**src/rtl/sfft_sequencer.sv**
```systemverilog
// sfft_sequencer: paces the SFFT pipeline. It takes one audio sample at a time,
// pulses the pipeline's advance input, waits for the spectrum to settle and
// publishes a frame to the peak finder every HOP samples once the window is full.
//
// Optional feature macro: SFFT_SEQ_TIMEOUT_EN adds a SETTLE watchdog that
// raises a sticky timeout_err. Without it, timeout_err is tied low.
//
// state   | meaning
// --------+------------------------------------------------------------
// IDLE    | waiting for a sample; sample_ready high
// ADVANCE | one-cycle advance pulse to the pipeline; settle timer loaded
// SETTLE  | counting down the settle time, then waiting for OutputValid
// PUBLISH | frame_valid high until the downstream accepts the spectrum
module sfft_sequencer #(
  parameter int SAMPLE_WIDTH   = 24,
  parameter int NFFT           = 8,
  parameter int HOP            = 4,
  parameter int SETTLE_CYCLES  = 30,
  parameter int TIMEOUT_CYCLES = 255
) (
  input  logic                    clk,
  input  logic                    reset,
  input  logic [SAMPLE_WIDTH-1:0] sample_in,
  input  logic                    sample_valid,
  output logic                    sample_ready,
  output logic [SAMPLE_WIDTH-1:0] sfft_sample,
  output logic                    sfft_advance,
  input  logic                    sfft_output_valid,
  output logic                    frame_valid,
  input  logic                    frame_ready,
  output logic [15:0]             frame_index,
  output logic                    timeout_err
);

  typedef enum logic [1:0] {
    IDLE    = 2'd0,
    ADVANCE = 2'd1,
    SETTLE  = 2'd2,
    PUBLISH = 2'd3
  } state_t;

  localparam int FW = $clog2(NFFT + 1);
  localparam int HW = $clog2(HOP + 1);
  localparam int SW = $clog2(SETTLE_CYCLES + 1);

  localparam logic [FW-1:0] FILL_FULL   = FW'(NFFT);
  localparam logic [FW-1:0] FILL_LAST   = FW'(NFFT - 1);
  localparam logic [HW-1:0] HOP_FULL    = HW'(HOP);
  localparam logic [SW-1:0] SETTLE_LOAD = SW'(SETTLE_CYCLES - 1);

  state_t          state;
  logic [FW-1:0]   fill_cnt;
  logic [HW-1:0]   hop_cnt;
  logic [SW-1:0]   settle_cnt;
  logic            settle_done;

`ifdef SFFT_SEQ_TIMEOUT_EN
  localparam int            TW      = $clog2(TIMEOUT_CYCLES + 1);
  localparam logic [TW-1:0] WD_LOAD = TW'(TIMEOUT_CYCLES - 1);
  logic [TW-1:0] wd_cnt;
`else
  // No watchdog in this build; the parameter only keeps the interface uniform.
  assign timeout_err = (TIMEOUT_CYCLES < 0);
`endif

  // Handshake and pulse outputs are pure decodes of the state register.
  assign sample_ready = (state == IDLE);
  assign sfft_advance = (state == ADVANCE);
  assign frame_valid  = (state == PUBLISH);
  assign settle_done  = (settle_cnt == '0) && sfft_output_valid;

  // Sequencer FSM, counters and registered sample/frame outputs.
  always_ff @(posedge clk or posedge reset) begin
    if (reset) begin
      state       <= IDLE;
      fill_cnt    <= '0;
      hop_cnt     <= '0;
      settle_cnt  <= '0;
      sfft_sample <= '0;
      frame_index <= '0;
`ifdef SFFT_SEQ_TIMEOUT_EN
      wd_cnt      <= '0;
      timeout_err <= 1'b0;
`endif
    end else begin
      case (state)
        IDLE: begin
          if (sample_valid) begin
            sfft_sample <= sample_in;
            if (fill_cnt != FILL_FULL) fill_cnt <= fill_cnt + 1'b1;
            // The sample that completes the window always closes a hop, so
            // the first frame lands on sample NFFT whatever HOP is.
            if (fill_cnt == FILL_LAST)
              hop_cnt <= HOP_FULL;
            else if (hop_cnt != HOP_FULL)
              hop_cnt <= hop_cnt + 1'b1;
            state <= ADVANCE;
          end
        end

        ADVANCE: begin
          settle_cnt <= SETTLE_LOAD;
`ifdef SFFT_SEQ_TIMEOUT_EN
          wd_cnt     <= WD_LOAD;
`endif
          state      <= SETTLE;
        end

        SETTLE: begin
          if (settle_done) begin
            if (fill_cnt == FILL_FULL && hop_cnt == HOP_FULL) begin
              hop_cnt <= '0;
              state   <= PUBLISH;
            end else begin
              if (fill_cnt != FILL_FULL) hop_cnt <= '0;
              state <= IDLE;
            end
          end else begin
            if (settle_cnt != '0) settle_cnt <= settle_cnt - 1'b1;
`ifdef SFFT_SEQ_TIMEOUT_EN
            // Give up on this spectrum; hop_cnt is kept so the hop still completes.
            if (wd_cnt == '0) begin
              timeout_err <= 1'b1;
              state       <= IDLE;
            end else begin
              wd_cnt <= wd_cnt - 1'b1;
            end
`endif
          end
        end

        PUBLISH: begin
          if (frame_ready) begin
            frame_index <= frame_index + 16'd1;
            state       <= IDLE;
          end
        end

        default: state <= IDLE;
      endcase
    end
  end

endmodule

```
**config.mk**
```make
export PLATFORM = sky130hd
export DESIGN_NAME = sfft_sequencer
export DESIGN_NICKNAME = d
export VERILOG_FILES = /design/src/rtl/sfft_sequencer.sv
export SDC_FILE = /design/constraint.sdc
export NUM_CORES = 1
export LEC_CHECK = 0
export CORE_MARGIN = 4
export CORE_UTILIZATION = 47
export CTS_CLUSTER_SIZE = 14
export DETAILED_ROUTE_END_ITERATION = 12
export PLACE_DENSITY = 0.8
export SYNTH_ARGS = -nofsm -noshare
export SYNTH_HDL_FRONTEND = slang
export SYNTH_SLANG_ARGS = --single-unit
```
**constraint.sdc**
```tcl
create_clock -name clk -period 2.5 [get_ports clk]
set_clock_uncertainty 0.15 [all_clocks]
set_input_delay 0.5 -clock clk [delete_from_list [all_inputs] [get_ports clk]]
set_output_delay 0.5 -clock clk [all_outputs]
set_load 0.02 [all_outputs]
```
==> out/metrics.cfg <==
[outcome]
status=completed

[sta]
post-route-min-period_ns=2.28
worst_slack_ns=0.217
maxSlewHeadroom=0.657
drv_slew=0
fin_crit_sh=0.913
grt_setup_unrepaired=false
fmax_ghz=0.438
finalHoldViolations=0
setup_viol=0
worstMarginPinSlew_ns=0.514
setup-tns-final_ns=0

[finish]
stdcell_count=348
area_growth_pct=37.1
layout_commonest_cell=clkdlybuf4s50_1
drive_gt1_frac=0.162
regArea_um2=1350
fin_nets=317
insertedDiodeCount=0
fill_cells=425
multi_input_area_um2=1060
layout_common_cells=70 x clkdlybuf4s50_1, 54 x dfrtp_1, 27 x mux2_2, 12 x xnor2_1, 11 x ha_1

[yosys]
async_flop_share=1.00
ys_types=40
seq_area_frac_synth=0.546
synth_edf_count=0
syn_area_um2=2470
synth_fp_nets=239
yosysWarnings=0
syn_avg_cell_area_um2=12.4
ys_seq_elements=54
synth_ff_type=dfrtp_1
syn_inst=199

[floorplan]
fp-row-count=26
coreArea_um2=5110
pin_count=73
die_w_um=80.6
die_height_um=80.6
initial_core_util=0.485
die_area_um2=6490

[global_route]
antenna_found_initial=0
gr-total-overflow=0
grt_pass1_vias=1763
grt_use_total=0.154
grt_max_degree=32
grt_pass1_wl_um=7810

[power_and_ir_drop]
power.density_nw_per_um2=1100
power_frac_seq=0.379
switchingPower_uw=1360
internal_power_uw=2360
combPwrFrac=0.484
clockPowerShare=0.136
ir_worst_vdd_mv=0.615
leakage_uw=0.00148
p_sw_frac=0.366

[worst_setup_path]
r2r_end=state[1]$_DFFE_PP0P_
start_kind=flip-flop
critical_path.top_delay_family=buffers and inverters
r2r_cells=6
worstPathMaxFanout=5
reg2reg_slack_ns=0.32
endpoint_kind=primary output
cp.required_ns=1.85
path_depth=3
path_cells=inv_1, ha_1, clkdlybuf4s50_1
worstReg2RegStart=settle_cnt[0]$_DFFE_PP0P_
crit_type=flip-flop to primary output
crit_slowest_cell=clkdlybuf4s50_1
max_stage_delay_ns=0.60
arrival_ns=1.63
cp.buffers_inverters=2

[detailed_routing]
drt_iter0_markers=54
drcViolationCount=0
ant_nets=0
vias_per_cell=4.99
wirelength_um=4810
routed-via-count=1738
wl_per_cell_um=13.8
dr.pass1.iters=4

[clocking]
cts_buffer_depth=2
cts_buffers=5
postCtsSetupBuffers=0
clockRootBuffer=clkbuf_8
post_cts_resized=0
h-tree-depth=2
clock_sinks=54
clk_pin_slew_ns=0.10
clock_latency_ns=0.30
postCtsHoldBufs=0
cts_tree=built

[run]
maxCapViolations=0

[place]
dp_cells=340
gp_congestion=0.782
port_buffers=71
pre_cts_ws_ns=0.321
dp.final_hpwl_um=3610

[min_path]
worstHoldPathCells=1
whs_endpoint=frame_index[15]$_DFFE_PP0P_
hold_class=flip-flop to flip-flop
holdCritStartpoint=frame_index[15]$_DFFE_PP0P_

how the worst max path moves through the flow:
stage | startpoint | endpoint | slack (ns)
finish | state[1]$_DFFE_PP0P_ | sfft_advance | 0.22
global route | state[1]$_DFFE_PP0P_ | sfft_advance | 0.12
CTS | state[1]$_DFFE_PP0P_ | sample_ready | 0.04
detailed placement | settle_cnt[0]$_DFFE_PP0P_ | state[1]$_DFFE_PP0P_ | 0.32
global placement | sfft_output_valid | hop_cnt[0]$_DFFE_PP0P_ | 0.34
floorplan | state[0]$_DFFE_PP0P_ | hop_cnt[0]$_DFFE_PP0P_ | 0.44
synthesized netlist by cell type (2+ instances only):
cell      instances  share of area
dfrtp_1          54           0.55
mux2_2           27           0.12
xnor2_1          12          0.042
ha_1             11          0.056
inv_1            11          0.017
nand3_1          10          0.020
o21ai_0           8          0.016
nand2_1           7          0.011
nor2_1            7          0.011
nor2b_1           5          0.013
xor2_1            5          0.018
a21oi_1           3         0.0061
and3_1            3         0.0076
nand4_1           3         0.0076
nor3_1            3         0.0061
a21o_1            2         0.0061
a22o_1            2         0.0071
and2_1            2         0.0051
clkbuf_1          2         0.0030
nor3b_1           2         0.0061
metal layers:
metal	part of all wire	track usage	up-vias
li1	-	-	841
met1	0.44	0.181	849
met2	0.48	0.261	44
met3	0.070	0.0561	4
met4	0.010	0.0456	0
met5	0	0	-
stage by stage:
step                instance area (um^2)  total power, uW  hold WS, ns  utilization
floorplan                           2470             2500        0.330            -
global placement                    3300             3200        0.308        0.645
detailed placement                  3300             3270        0.324        0.645
CTS                                 3390             3790        0.338        0.664
global route                        3390             3990        0.365        0.664
finish                              3390             3720        0.327        0.664
state kept, by name (all words and copies together) (netlist names):
| register | count |
|---|---|
| fill_cnt | 4 |
| hop_cnt | 3 |
| state | 2 |
| settle_cnt | 5 |
| sfft_sample | 24 |
| frame_index | 16 |
logic make-up (layout without fill, tap and decap cells):
| family | Yosys count | in the layout | synth area share |
|---|---|---|---|
| xor gates and xnor gates | 17 | 17 | 0.0602 |
| adders and majority gates | 11 | 11 | 0.0556 |
| muxes | 28 | 28 | 0.127 |
| DFF | 54 | 54 | 0.546 |
| buffers and inverters | 15 | 94 | 0.0248 |
| and+or+nand+nor | 51 | 51 | 0.120 |
| other | 1 | 1 | 0.00152 |
| AOI/OAI and AO/OA | 22 | 22 | 0.0652 |
final cells by class:
cell class,instances,area share
well taps,70,0.0258
multi-input cells,130,0.313
clock buffers,6,0.0243
clock inverters,2,0.00369
flip-flops and latches,54,0.398
inverters,11,0.0122
repair buffers,75,0.223
worst reg2reg max path, stage by stage, from the launching register on:
cell and delay [ns]:
dfrtp_1 0.43, inv_1 0.09, ha_1 0.20, or4b_4 0.53, a2111oi_4 0.43, and2b_1 0.20
a21oi_2 0.05
power groups by stage:
stage | registers, uW | clock network [uW] | logic, uW
floorplan | 1690 | 0 | 814
global placement | 1410 | 0 | 1790
detailed placement | 1440 | 0 | 1830
CTS | 1420 | 532 | 1840
global route | 1460 | 564 | 1970
finish | 1410 | 508 | 1800
No activity file was read; power rests on OpenSTA's default activity.
